--- config.mk ---
export PLATFORM = sky130hd
export DESIGN_NAME = inst_fetch_unit_flat
export DESIGN_NICKNAME = d
export VERILOG_FILES = /design/src/rtl/inst_fetch_unit_pkg.sv /design/src/rtl/inst_fetch_unit_if.sv /design/src/rtl/inst_fetch_unit.sv /design/src/flat_wrapper.sv
export SDC_FILE = /design/constraint.sdc
export NUM_CORES = 1
export LEC_CHECK = 0
export BUFFER_PORTS_ARGS = -buffer_cell sky130_fd_sc_hd__buf_2
export CAP_MARGIN = 20
export CORE_MARGIN = 3
export CORE_UTILIZATION = 49
export CTS_BUF_LIST = sky130_fd_sc_hd__clkbuf_4
export DETAILED_ROUTE_END_ITERATION = 16
export PLACE_DENSITY = 0.83
export SYNTH_ARGS = -nofsm -noshare
export SYNTH_HDL_FRONTEND = slang
export SYNTH_SLANG_ARGS = --single-unit
--- constraint.sdc ---
create_clock -name clk -period 1.86 [get_ports clk]
set_input_delay 0.186 -clock clk [delete_from_list [all_inputs] [get_ports clk]]
set_output_delay 0.186 -clock clk [all_outputs]
set_load 0.01 [all_outputs]
--- src/rtl/inst_fetch_unit_pkg.sv ---
// Shared definitions for the instruction fetch unit: state encodings,
// default reset PC, sequential PC step and the address alignment helper.
package inst_fetch_unit_pkg;

  typedef enum logic [2:0] {
    IFU_FETCH    = 3'b001,
    IFU_WAIT_RSP = 3'b010,
    IFU_DELIVER  = 3'b100
  } ifu_state_e;

  localparam logic [31:0] IFU_RESET_PC_DEFAULT = 32'h0000_0000;
  localparam int          IFU_PC_STEP_DEFAULT  = 4;

  // Instruction fetches are word aligned, so the two low address bits are cleared.
  function automatic logic [31:0] ifu_align(input logic [31:0] addr);
    return addr & 32'hFFFF_FFFC;
  endfunction

endpackage

--- src/rtl/inst_fetch_unit_if.sv ---
// Bundles the fetch unit's I-cache request/response, redirect and decode
// handshakes. master = fetch unit side, slave = surrounding pipeline/cache.
interface inst_fetch_unit_if;

  logic        to_icache_req_valid;
  logic [31:0] to_icache_req_addr;
  logic        from_icache_req_ready;
  logic        from_icache_rsp_valid;
  logic [31:0] from_icache_rsp_data;
  logic        to_icache_rsp_ready;
  logic        redirect_valid;
  logic [31:0] redirect_pc;
  logic        to_id_valid;
  logic [31:0] to_id_inst;
  logic [31:0] to_id_pc;
  logic        from_id_ready;

  modport master (
    output to_icache_req_valid, to_icache_req_addr, to_icache_rsp_ready,
    output to_id_valid, to_id_inst, to_id_pc,
    input  from_icache_req_ready, from_icache_rsp_valid, from_icache_rsp_data,
    input  redirect_valid, redirect_pc, from_id_ready
  );

  modport slave (
    input  to_icache_req_valid, to_icache_req_addr, to_icache_rsp_ready,
    input  to_id_valid, to_id_inst, to_id_pc,
    output from_icache_req_ready, from_icache_rsp_valid, from_icache_rsp_data,
    output redirect_valid, redirect_pc, from_id_ready
  );

endinterface

--- src/rtl/inst_fetch_unit.sv ---
// Fetch stage: one outstanding I-cache request, redirect/flush handling and
// {pc, inst} delivery to decode. Define IFU_PERF_CNT_EN to add perf counters.
module inst_fetch_unit
  import inst_fetch_unit_pkg::*;
#(
  parameter logic [31:0] RESET_PC = IFU_RESET_PC_DEFAULT,
  parameter int          PC_STEP  = IFU_PC_STEP_DEFAULT
) (
  input  logic                clk,
  input  logic                rst,
`ifdef IFU_PERF_CNT_EN
  output logic [31:0]         perf_fetch_cnt,
  output logic [31:0]         perf_wait_cnt,
  output logic [31:0]         perf_flush_cnt,
`endif
  inst_fetch_unit_if.master   bus
);

  ifu_state_e  state_q, state_d;
  logic [31:0] pc_q, pc_d;
  logic [31:0] ir_q, ir_d;
  logic        discard_q, discard_d;

  logic        req_hs_s;
  logic        rsp_flush_s;
  logic [31:0] redir_pc_s;

  assign bus.to_icache_req_valid = (state_q == IFU_FETCH) && !rst;
  assign bus.to_icache_rsp_ready = (state_q == IFU_WAIT_RSP) && !rst;
  // A same-cycle redirect hides the held instruction so decode never takes a wrong-path op.
  assign bus.to_id_valid         = (state_q == IFU_DELIVER) && !bus.redirect_valid && !rst;
  assign bus.to_icache_req_addr  = pc_q;
  assign bus.to_id_pc            = pc_q;
  assign bus.to_id_inst          = ir_q;

  assign req_hs_s    = bus.to_icache_req_valid && bus.from_icache_req_ready;
  assign redir_pc_s  = ifu_align(bus.redirect_pc);
  assign rsp_flush_s = (state_q == IFU_WAIT_RSP) && bus.from_icache_rsp_valid &&
                       (discard_q || bus.redirect_valid);

  // Next-state, PC, instruction register and discard-flag computation.
  always_comb begin
    state_d   = state_q;
    pc_d      = pc_q;
    ir_d      = ir_q;
    discard_d = discard_q;
    case (state_q)
      IFU_FETCH: begin
        if (bus.redirect_valid) begin
          pc_d = redir_pc_s;
          if (req_hs_s) begin
            // The old-address request was accepted anyway; its answer must be dropped.
            discard_d = 1'b1;
            state_d   = IFU_WAIT_RSP;
          end else begin
            state_d = IFU_FETCH;
          end
        end else if (req_hs_s) begin
          state_d = IFU_WAIT_RSP;
        end else begin
          state_d = IFU_FETCH;
        end
      end
      IFU_WAIT_RSP: begin
        if (bus.from_icache_rsp_valid) begin
          if (discard_q || bus.redirect_valid) begin
            discard_d = 1'b0;
            state_d   = IFU_FETCH;
            if (bus.redirect_valid) begin
              pc_d = redir_pc_s;
            end else begin
              pc_d = pc_q;
            end
          end else begin
            ir_d    = bus.from_icache_rsp_data;
            state_d = IFU_DELIVER;
          end
        end else if (bus.redirect_valid) begin
          pc_d      = redir_pc_s;
          discard_d = 1'b1;
          state_d   = IFU_WAIT_RSP;
        end else begin
          state_d = IFU_WAIT_RSP;
        end
      end
      IFU_DELIVER: begin
        if (bus.redirect_valid) begin
          pc_d    = redir_pc_s;
          state_d = IFU_FETCH;
        end else if (bus.from_id_ready) begin
          pc_d    = pc_q + 32'(PC_STEP);
          state_d = IFU_FETCH;
        end else begin
          state_d = IFU_DELIVER;
        end
      end
      default: begin
        state_d   = IFU_FETCH;
        discard_d = 1'b0;
      end
    endcase
  end

  // State and datapath registers with synchronous reset.
  always_ff @(posedge clk) begin
    if (rst) begin
      state_q   <= IFU_FETCH;
      pc_q      <= RESET_PC;
      ir_q      <= 32'h0000_0000;
      discard_q <= 1'b0;
    end else begin
      state_q   <= state_d;
      pc_q      <= pc_d;
      ir_q      <= ir_d;
      discard_q <= discard_d;
    end
  end

`ifdef IFU_PERF_CNT_EN
  logic [31:0] perf_fetch_q, perf_fetch_d;
  logic [31:0] perf_wait_q, perf_wait_d;
  logic [31:0] perf_flush_q, perf_flush_d;

  // Event counters, free-running and wrapping at 2^32.
  always_comb begin
    perf_fetch_d = perf_fetch_q;
    perf_wait_d  = perf_wait_q;
    perf_flush_d = perf_flush_q;
    if (bus.to_id_valid && bus.from_id_ready) begin
      perf_fetch_d = perf_fetch_q + 32'd1;
    end else begin
      perf_fetch_d = perf_fetch_q;
    end
    if (state_q == IFU_WAIT_RSP) begin
      perf_wait_d = perf_wait_q + 32'd1;
    end else begin
      perf_wait_d = perf_wait_q;
    end
    if (rsp_flush_s) begin
      perf_flush_d = perf_flush_q + 32'd1;
    end else begin
      perf_flush_d = perf_flush_q;
    end
  end

  // Counter registers.
  always_ff @(posedge clk) begin
    if (rst) begin
      perf_fetch_q <= 32'h0000_0000;
      perf_wait_q  <= 32'h0000_0000;
      perf_flush_q <= 32'h0000_0000;
    end else begin
      perf_fetch_q <= perf_fetch_d;
      perf_wait_q  <= perf_wait_d;
      perf_flush_q <= perf_flush_d;
    end
  end

  assign perf_fetch_cnt = perf_fetch_q;
  assign perf_wait_cnt  = perf_wait_q;
  assign perf_flush_cnt = perf_flush_q;
`else
  logic unused_flush_s;
  assign unused_flush_s = rsp_flush_s;
`endif

endmodule

--- src/flat_wrapper.sv ---
// flat-port wrapper written by rule: the top's interface ports become plain ports
module inst_fetch_unit_flat import inst_fetch_unit_pkg::*;
#(
  parameter logic [31:0] RESET_PC = IFU_RESET_PC_DEFAULT,
  parameter int          PC_STEP  = IFU_PC_STEP_DEFAULT
)
  (clk, rst, bus_to_icache_req_valid, bus_to_icache_req_addr, bus_to_icache_rsp_ready, bus_to_id_valid, bus_to_id_inst, bus_to_id_pc, bus_from_icache_req_ready, bus_from_icache_rsp_valid, bus_from_icache_rsp_data, bus_redirect_valid, bus_redirect_pc, bus_from_id_ready);
  inst_fetch_unit_if bus_i ();
  input  logic clk;
  input  logic rst;
  output wire logic [$bits(bus_i.to_icache_req_valid)-1:0] bus_to_icache_req_valid;
  output wire logic [$bits(bus_i.to_icache_req_addr)-1:0] bus_to_icache_req_addr;
  output wire logic [$bits(bus_i.to_icache_rsp_ready)-1:0] bus_to_icache_rsp_ready;
  output wire logic [$bits(bus_i.to_id_valid)-1:0] bus_to_id_valid;
  output wire logic [$bits(bus_i.to_id_inst)-1:0] bus_to_id_inst;
  output wire logic [$bits(bus_i.to_id_pc)-1:0] bus_to_id_pc;
  input wire logic [$bits(bus_i.from_icache_req_ready)-1:0] bus_from_icache_req_ready;
  input wire logic [$bits(bus_i.from_icache_rsp_valid)-1:0] bus_from_icache_rsp_valid;
  input wire logic [$bits(bus_i.from_icache_rsp_data)-1:0] bus_from_icache_rsp_data;
  input wire logic [$bits(bus_i.redirect_valid)-1:0] bus_redirect_valid;
  input wire logic [$bits(bus_i.redirect_pc)-1:0] bus_redirect_pc;
  input wire logic [$bits(bus_i.from_id_ready)-1:0] bus_from_id_ready;
  assign bus_to_icache_req_valid = bus_i.to_icache_req_valid;
  assign bus_to_icache_req_addr = bus_i.to_icache_req_addr;
  assign bus_to_icache_rsp_ready = bus_i.to_icache_rsp_ready;
  assign bus_to_id_valid = bus_i.to_id_valid;
  assign bus_to_id_inst = bus_i.to_id_inst;
  assign bus_to_id_pc = bus_i.to_id_pc;
  assign bus_i.from_icache_req_ready = bus_from_icache_req_ready;
  assign bus_i.from_icache_rsp_valid = bus_from_icache_rsp_valid;
  assign bus_i.from_icache_rsp_data = bus_from_icache_rsp_data;
  assign bus_i.redirect_valid = bus_redirect_valid;
  assign bus_i.redirect_pc = bus_redirect_pc;
  assign bus_i.from_id_ready = bus_from_id_ready;
  inst_fetch_unit #(.RESET_PC(RESET_PC), .PC_STEP(PC_STEP)) u_core (.clk(clk), .rst(rst), .bus(bus_i));
endmodule
==> results of run 1 <==
==> cells in the mapped netlist (all sizes together) (2+ instances only) <==
| master | instances | area share |
|---|---|---|
| nand4 | 9 | 0.021 |
| inv | 5 | 0.0050 |
| or3 | 2 | 0.0033 |
| a311oi | 8 | 0.025 |
| nor2 | 21 | 0.021 |
| o21a | 3 | 0.0060 |
| o2111ai | 2 | 0.0047 |
| dfxtp | 66 | 0.35 |
| a211oi | 9 | 0.024 |
| o32ai | 2 | 0.0047 |
| or2 | 2 | 0.0033 |
| o311a | 2 | 0.0054 |
| o32a | 2 | 0.0054 |
| o31ai | 2 | 0.0054 |
| and2 | 3 | 0.0050 |
| nor3 | 16 | 0.024 |
| nand2 | 90 | 0.090 |
| o21ai | 32 | 0.043 |
| and3 | 10 | 0.017 |
| mux2i | 3 | 0.0080 |
| a221oi | 2 | 0.0047 |
| o22ai | 4 | 0.0067 |
| nor3b | 3 | 0.0074 |
| a21oi | 57 | 0.078 |
| buf | 54 | 0.11 |
| nor4 | 8 | 0.026 |
| and4 | 4 | 0.010 |
| clkbuf | 10 | 0.010 |
| nand2b | 4 | 0.0087 |
| nand3 | 15 | 0.020 |
==> cells by family after synthesis <==
logic type      Yosys count  share of synthesized area
simple gates            190                     0.2669
compound gates          136                     0.2411
buf+inv                  69                     0.1206
flops                    66                     0.3537
mux                       4                    0.01105
fa+ha+maj                 1                   0.003348
other cells               1                   0.001004
xor+xnor                  1                   0.002345
==> state kept, by name, summed over array words and instances, names as in the netlist <==
signal and count:
u_core.bus.to_id_inst 32, u_core.bus.to_icache_req_addr 30, u_core.state_q 3, u_core.discard_q 1
==> stage by stage <==
stage	hold WS (ns)	TNS (ns)	util	setup WS (ns)	power (mW)
6_report	0.02808	0	0.7247	0.04267	3.576
3_5_place_dp	0.4329	0	0.6411	0.02060	2.404
4_1_cts	0.004850	0	0.7122	0.01471	3.558
5_1_grt	0.01437	-0.01780	0.7247	-0.01072	3.746
2_1_floorplan	0.3220	0	-	0.1360	2.106
3_3_place_gp	0.4264	0	0.6411	0.08067	2.382
==> worst max-delay path: cells and delay by family, from the launching register on <==
kind / cells / cell delay, ns
DFF: 1 / 0.39
and+or+nand+nor: 3 / 0.80
buffers and inverters: 3 / 0.45
AOI/OAI and AO/OA: 1 / 0.05
==> final cells by class <==
cell class / instances / area (µm²)
multi-input combinational: 336 / 2042
fill: 536 / 2018
timing repair buffer: 253 / 1622
sequential: 66 / 1340
tap: 99 / 123.9
clock inverter: 6 / 91.34
clock buffer: 10 / 75.07
inverter: 5 / 18.77
==> cells in the final DEF (no fill, tap or decap), types with 4 or more instances in the layout <==
| master | netlist | routed |
|---|---|---|
| nor2_1 | 21 | 20 |
| nand2_1 | 90 | 89 |
| dfxtp_2 | 0 | 6 |
| a21oi_1 | 55 | 55 |
| nand3_1 | 15 | 13 |
| buf_4 | 36 | 56 |
| buf_2 | 9 | 162 |
| nor3_1 | 14 | 13 |
| clkbuf_4 | 0 | 10 |
| conb_1 | 1 | 4 |
| and3_1 | 10 | 9 |
| o22ai_1 | 4 | 4 |
| a211oi_1 | 6 | 6 |
| nand4_1 | 7 | 7 |
| buf_12 | 0 | 4 |
| dfxtp_1 | 66 | 57 |
| inv_1 | 5 | 5 |
| a311oi_1 | 4 | 4 |
| dlygate4sd3_1 | 0 | 31 |
| o21ai_0 | 31 | 30 |
| a311oi_2 | 4 | 4 |
==> path summary, 6_finish.rpt <==
path	start	endpoint	slack, ns
hold / removal	bus_from_icache_rsp_data[18]	u_core.bus.to_id_inst[18]$_SDFFE_PP0P_	0.03
setup / recovery	u_core.state_q[1]$_SDFF_PP0_	u_core.bus.to_icache_req_addr[29]$_SDFFE_PP0P_	0.04
hold reg to reg	u_core.bus.to_id_inst[7]$_SDFFE_PP0P_	u_core.bus.to_id_inst[7]$_SDFFE_PP0P_	0.46
setup reg to reg	u_core.state_q[1]$_SDFF_PP0_	u_core.bus.to_icache_req_addr[29]$_SDFFE_PP0P_	0.04
==> repair_timing <==
| action | in CTS | in global routing |
|---|---|---|
| pin swaps | 2 | 8 |
| hold endpoints to repair | 31 | 0 |
| resized for setup | 4 | 23 |
| hold buffers | 31 | 0 |
| setup endpoints to repair | 7 | 36 |
| buffers inserted | 3 | 3 |
==> power groups by stage <==
stage / Combinational [mW] / Clock, mW / Sequential (mW)
after detailed placement: 0.782 / 0 / 1.62
after floorplan: 0.443 / 0 / 1.66
final: 0.867 / 1.11 / 1.60
after global routing: 0.932 / 1.20 / 1.61
after global placement: 0.768 / 0 / 1.61
after CTS: 0.838 / 1.13 / 1.59
==> metal layers <==
layer,GRT usage,wire (µm),vias to the layer above
met5,0,0,-
met4,0.1062,242,0
met3,0.05068,1363,25
met2,0.4735,6099,296
met1,0.3564,5003,1989
li1,-,-,2054
==> impl_metrics.csv, run 1 <==
group,metric,value,unit
global_routing,grt_max_degree,37,
detailed_routing,drc,0,
final_layout,layout.nets,742,
global_routing,antenna_found_initial,0,
critical_path,critical_path.slowest_cell,"dfxtp_2",
hold_path,min_path_cells,3,
sta,timing.fmax,0.5503,GHz
floorplanning,initial_utilization,0.5096,
power,pwr-share-comb,0.242,
yosys,synth_edf_count,0,
cts,clk_latency,0.42,ns
sta,setup_violations,0,
flow_run,cap_violations,0,
sta,period_minus_slack,1.817,ns
final_layout,finalInstanceArea,5313,µm²
place,gp_congestion,0.9119,
global_routing,grt_pass1_wl,19.71,mm
final_layout,drive_above_1_share,0.4216,
critical_path,required,2.15,ns
floorplanning,die-area,8709,µm²
power,p_sw_frac,0.3085,
yosys,yosys.cell_types.count,65,
global_routing,track_usage,0.2811,
power,p_sw,1.103,mW
critical_path,critPathMaxStageDelay,0.39,ns
sta,fin_crit_sh,0.9771,
floorplanning,die_y,93.32,µm
detailed_routing,routed_wl,12.71,mm
power,p_leak,2.366,nW
place,placed_area,4700,µm²
detailed_routing,drt_pass1_iterations,5,
detailed_routing,routed_via_density,5.631,
outcome,status,"complete, no violations",
detailed_routing,drt_iter0_markers,333,
floorplanning,num_rows,31,
global_routing,grt_overflow,0,
place,dp_hpwl,8.449,mm
detailed_routing,ant_nets,0,
yosys,synth-seq-cells,66,
yosys,syn_area_per_cell,7.983,µm²
critical_path,arrival,2.11,ns
critical_path,end_kind,"flip-flop",
yosys,yosys_most_used_dff,"dfxtp_1",
floorplanning,coreArea,7331,µm²
cts,tritoncts,"built",
critical_path,crit_fanout,7,
detailed_routing,vias,4364,
final_layout,layout.cells.non_filler,775,
power,power_frac_clock,0.310,
final_layout,area_delta_synth_final,42.20,%
cts,cts_htree_levels,3,
cts,clk_pin_slew_worst_paths,0.11,ns
sta,hold_viol,0,
power,intPower,2.473,mW
sta,fin_skew,0.01208,ns
yosys,syn-cell-area,3736,µm²
yosys,synth_seq_area_share,0.3537,
cts,cts_root_buffer,"clkbuf_4",
floorplanning,ioPinCount,169,
power,p_per_area,673.1,nW/µm²
critical_path,cp_common_cell,"buf_4",
critical_path,crit_path_start_kind,"flip-flop",
detailed_routing,routedWlPerCell,16.40,µm
power,ir_drop,406.3,µV
place,place_inst,722,
power,p_seq_frac,0.448,
yosys,yosys_warnings,0,
final_layout,diodes,0,
yosys,ys_async_sr_fraction,0,
cts,numCtsBuffers,9,
hold_path,hp-class,"in -> reg",
yosys,synthCells,468,
global_routing,grt_pass1_vias,4080,
critical_path,path_class,"reg -> reg",
floorplanning,die_w,93.32,µm
sta,drv_slew,0,
cts,cts_buffer_depth,2,
place,port_buffers,162,
cts,cts_sinks,66,
critical_path,crit_chain,"buf_4 -> nor4b_4 -> nand2_2 -> nor4_4 -> buf_4 -> buf_4 -> a2111oi_2",
critical_path,ff2ff_path_depth,7,
Note: power is estimated with default switching activity, not from simulation.
==> run 2: changes to the inputs <==
Settings changed: CORE_UTILIZATION 49 to 48, PLACE_DENSITY 0.83 to 0.81.
==> run 2 against run 1 <==
Via count is 0.55% lower; register-to-register slack hardly changed; clock skew is 0.0038 ns higher; global-route usage is 0.97 points lower; setup slack better by 0.0053 ns; critical path depth is 2 lower; first-iteration DRC count is 0.30% lower; largest cell class unchanged.
==> impl_metrics.csv, run 2 (synthesis results as in run 1) <==
group,metric,value,unit
global_routing,grt_pass1_wl,19.18,mm
global_routing,track_usage,0.2713,
place,placed_area,4639,µm²
final_layout,area_delta_synth_final,38.08,%
flow_run,cap_violations,0,
floorplanning,coreArea,7408,µm²
final_layout,layout_commonest_cell,"buf_2",
floorplanning,die_w,94.23,µm
cts,numCtsBuffers,9,
place,gp_congestion,0.9236,
detailed_routing,routed_wl,12.49,mm
floorplanning,num_rows,31,
cts,cts_sinks,66,
floorplanning,ioPinCount,169,
final_layout,drive_above_1_share,0.4087,
hold_path,hp-class,"in -> reg",
global_routing,antenna_found_initial,0,
power,p_leak,2.307,nW
sta,fin_crit_sh,0.9742,
place,dp_hpwl,8.441,mm
cts,cts_root_buffer,"clkbuf_4",
sta,setup_violations,0,
critical_path,required,2.15,ns
critical_path,crit_fanout,9,
cts,tritoncts,"built",
global_routing,grt_max_degree,58,
sta,timing.fmax,0.5519,GHz
sta,drv_slew,0,
final_layout,layout_common_cells,"162 x buf_2, 89 x nand2_1, 59 x dfxtp_1, 55 x a21oi_1, 46 x buf_4",
cts,cts_htree_levels,3,
detailed_routing,drc,0,
floorplanning,die-area,8878,µm²
critical_path,crit_path_start_kind,"flip-flop",
cts,clk_latency,0.42,ns
sta,period_minus_slack,1.812,ns
floorplanning,initial_utilization,0.5043,
cts,clk_pin_slew_worst_paths,0.12,ns
cts,cts_buffer_depth,2,
sta,hold_slack,0.01747,ns
detailed_routing,drt_pass1_iterations,6,
detailed_routing,routed_via_density,5.688,
detailed_routing,routedWlPerCell,16.37,µm
power,total_power,3.397,mW
final_layout,finalInstanceArea,5159,µm²
sta,fin_skew,0.01590,ns
detailed_routing,drt_iter0_markers,332,
power,p_per_area,658.5,nW/µm²
critical_path,end_kind,"flip-flop",
outcome,status,"complete, no violations",
detailed_routing,vias,4340,
final_layout,layout.nets,729,
final_layout,largest_register_ff_count,32,
global_routing,grt_pass1_vias,4039,
place,port_buffers,162,
critical_path,arrival,2.10,ns
global_routing,grt_overflow,0,
floorplanning,die_y,94.23,µm
sta,hold_viol,0,
critical_path,path_class,"reg -> reg",
power,ir_drop,309.4,µV
detailed_routing,ant_nets,0,
==> run 2: cell count changes in the layout (fill, tap and decap cells not counted), sizes merged, moves of 2 or more <==
| cell | before | now |
|---|---|---|
| dlygate4sd3 | 31 | 27 |
| buf | 222 | 212 |
| clkinvlp | 3 | 1 |
| clkinv | 1 | 5 |
==> run 2: per-stage QoR <==
stage                     setup TNS [ns]  setup WS (ns)    util  cells
after floorplan                        0         0.1360       -    471
after global placement                 0         0.1177  0.6262    714
after detailed placement               0        0.07138  0.6262    714
after CTS                              0       0.009932  0.6847    760
after global routing            -0.01204       -0.01204  0.6960    762
final                                  0        0.04797  0.6963    763
==> run 2: cell type report <==
cell class,instances,area (µm²)
Fill cell,606,2250
Multi-Input combinational cell,337,2044
Timing Repair Buffer,239,1501
Sequential cell,66,1330
Tap cell,99,123.9
Clock inverter,7,70.07
Clock buffer,9,67.56
Inverter,5,18.77
Antenna cell,1,2.502
==> run 2: repair_timing <==
item                                   4_1_cts  5_1_grt
hold buffers                                27        0
cloned                                       1        0
setup endpoints to repair                    1       60
endpoints found under the hold margin       27        0
setup buffers                                2        2
pin swaps                                    1        4
gates resized for setup                      0       20
==> run 2: routing by layer <==
layer	routed length [µm]	up-vias	track usage
met1	4710	1993	0.3244
met4	332	0	0.1252
met2	6127	275	0.4657
met5	0	-	0
met3	1319	37	0.05288
li1	-	2035	-
==> run 2: worst paths after layout <==
| path | from | endpoint | slack (ns) | cells past startpoint |
|---|---|---|---|---|
| max reg2reg | u_core.state_q[0]$_SDFF_PP1_ | u_core.bus.to_icache_req_addr[18]$_SDFFE_PP0P_ | 0.05 | 5 |
| max | u_core.state_q[0]$_SDFF_PP1_ | u_core.bus.to_icache_req_addr[18]$_SDFFE_PP0P_ | 0.05 | 5 |
| min | bus_from_icache_rsp_data[25] | u_core.bus.to_id_inst[25]$_SDFFE_PP0P_ | 0.02 | 3 |
| min reg2reg | u_core.bus.to_id_inst[15]$_SDFFE_PP0P_ | u_core.bus.to_id_inst[15]$_SDFFE_PP0P_ | 0.46 | 2 |
==> run 2: worst max-delay path, stage by stage, from the launching register on <==
cell and delay (ns):
dfxtp_2 0.39, or4b_4 0.57, buf_4 0.20, o32a_1 0.36
nor2_1 0.11, nor4_1 0.06
==> run 2: where the power goes <==
part           switching, mW  internal, mW  leakage, nW
Clock                  0.557         0.407       0.0757
Sequential             0.108          1.50        0.541
Combinational          0.434         0.393         1.69
Total                   1.10          2.30         2.31
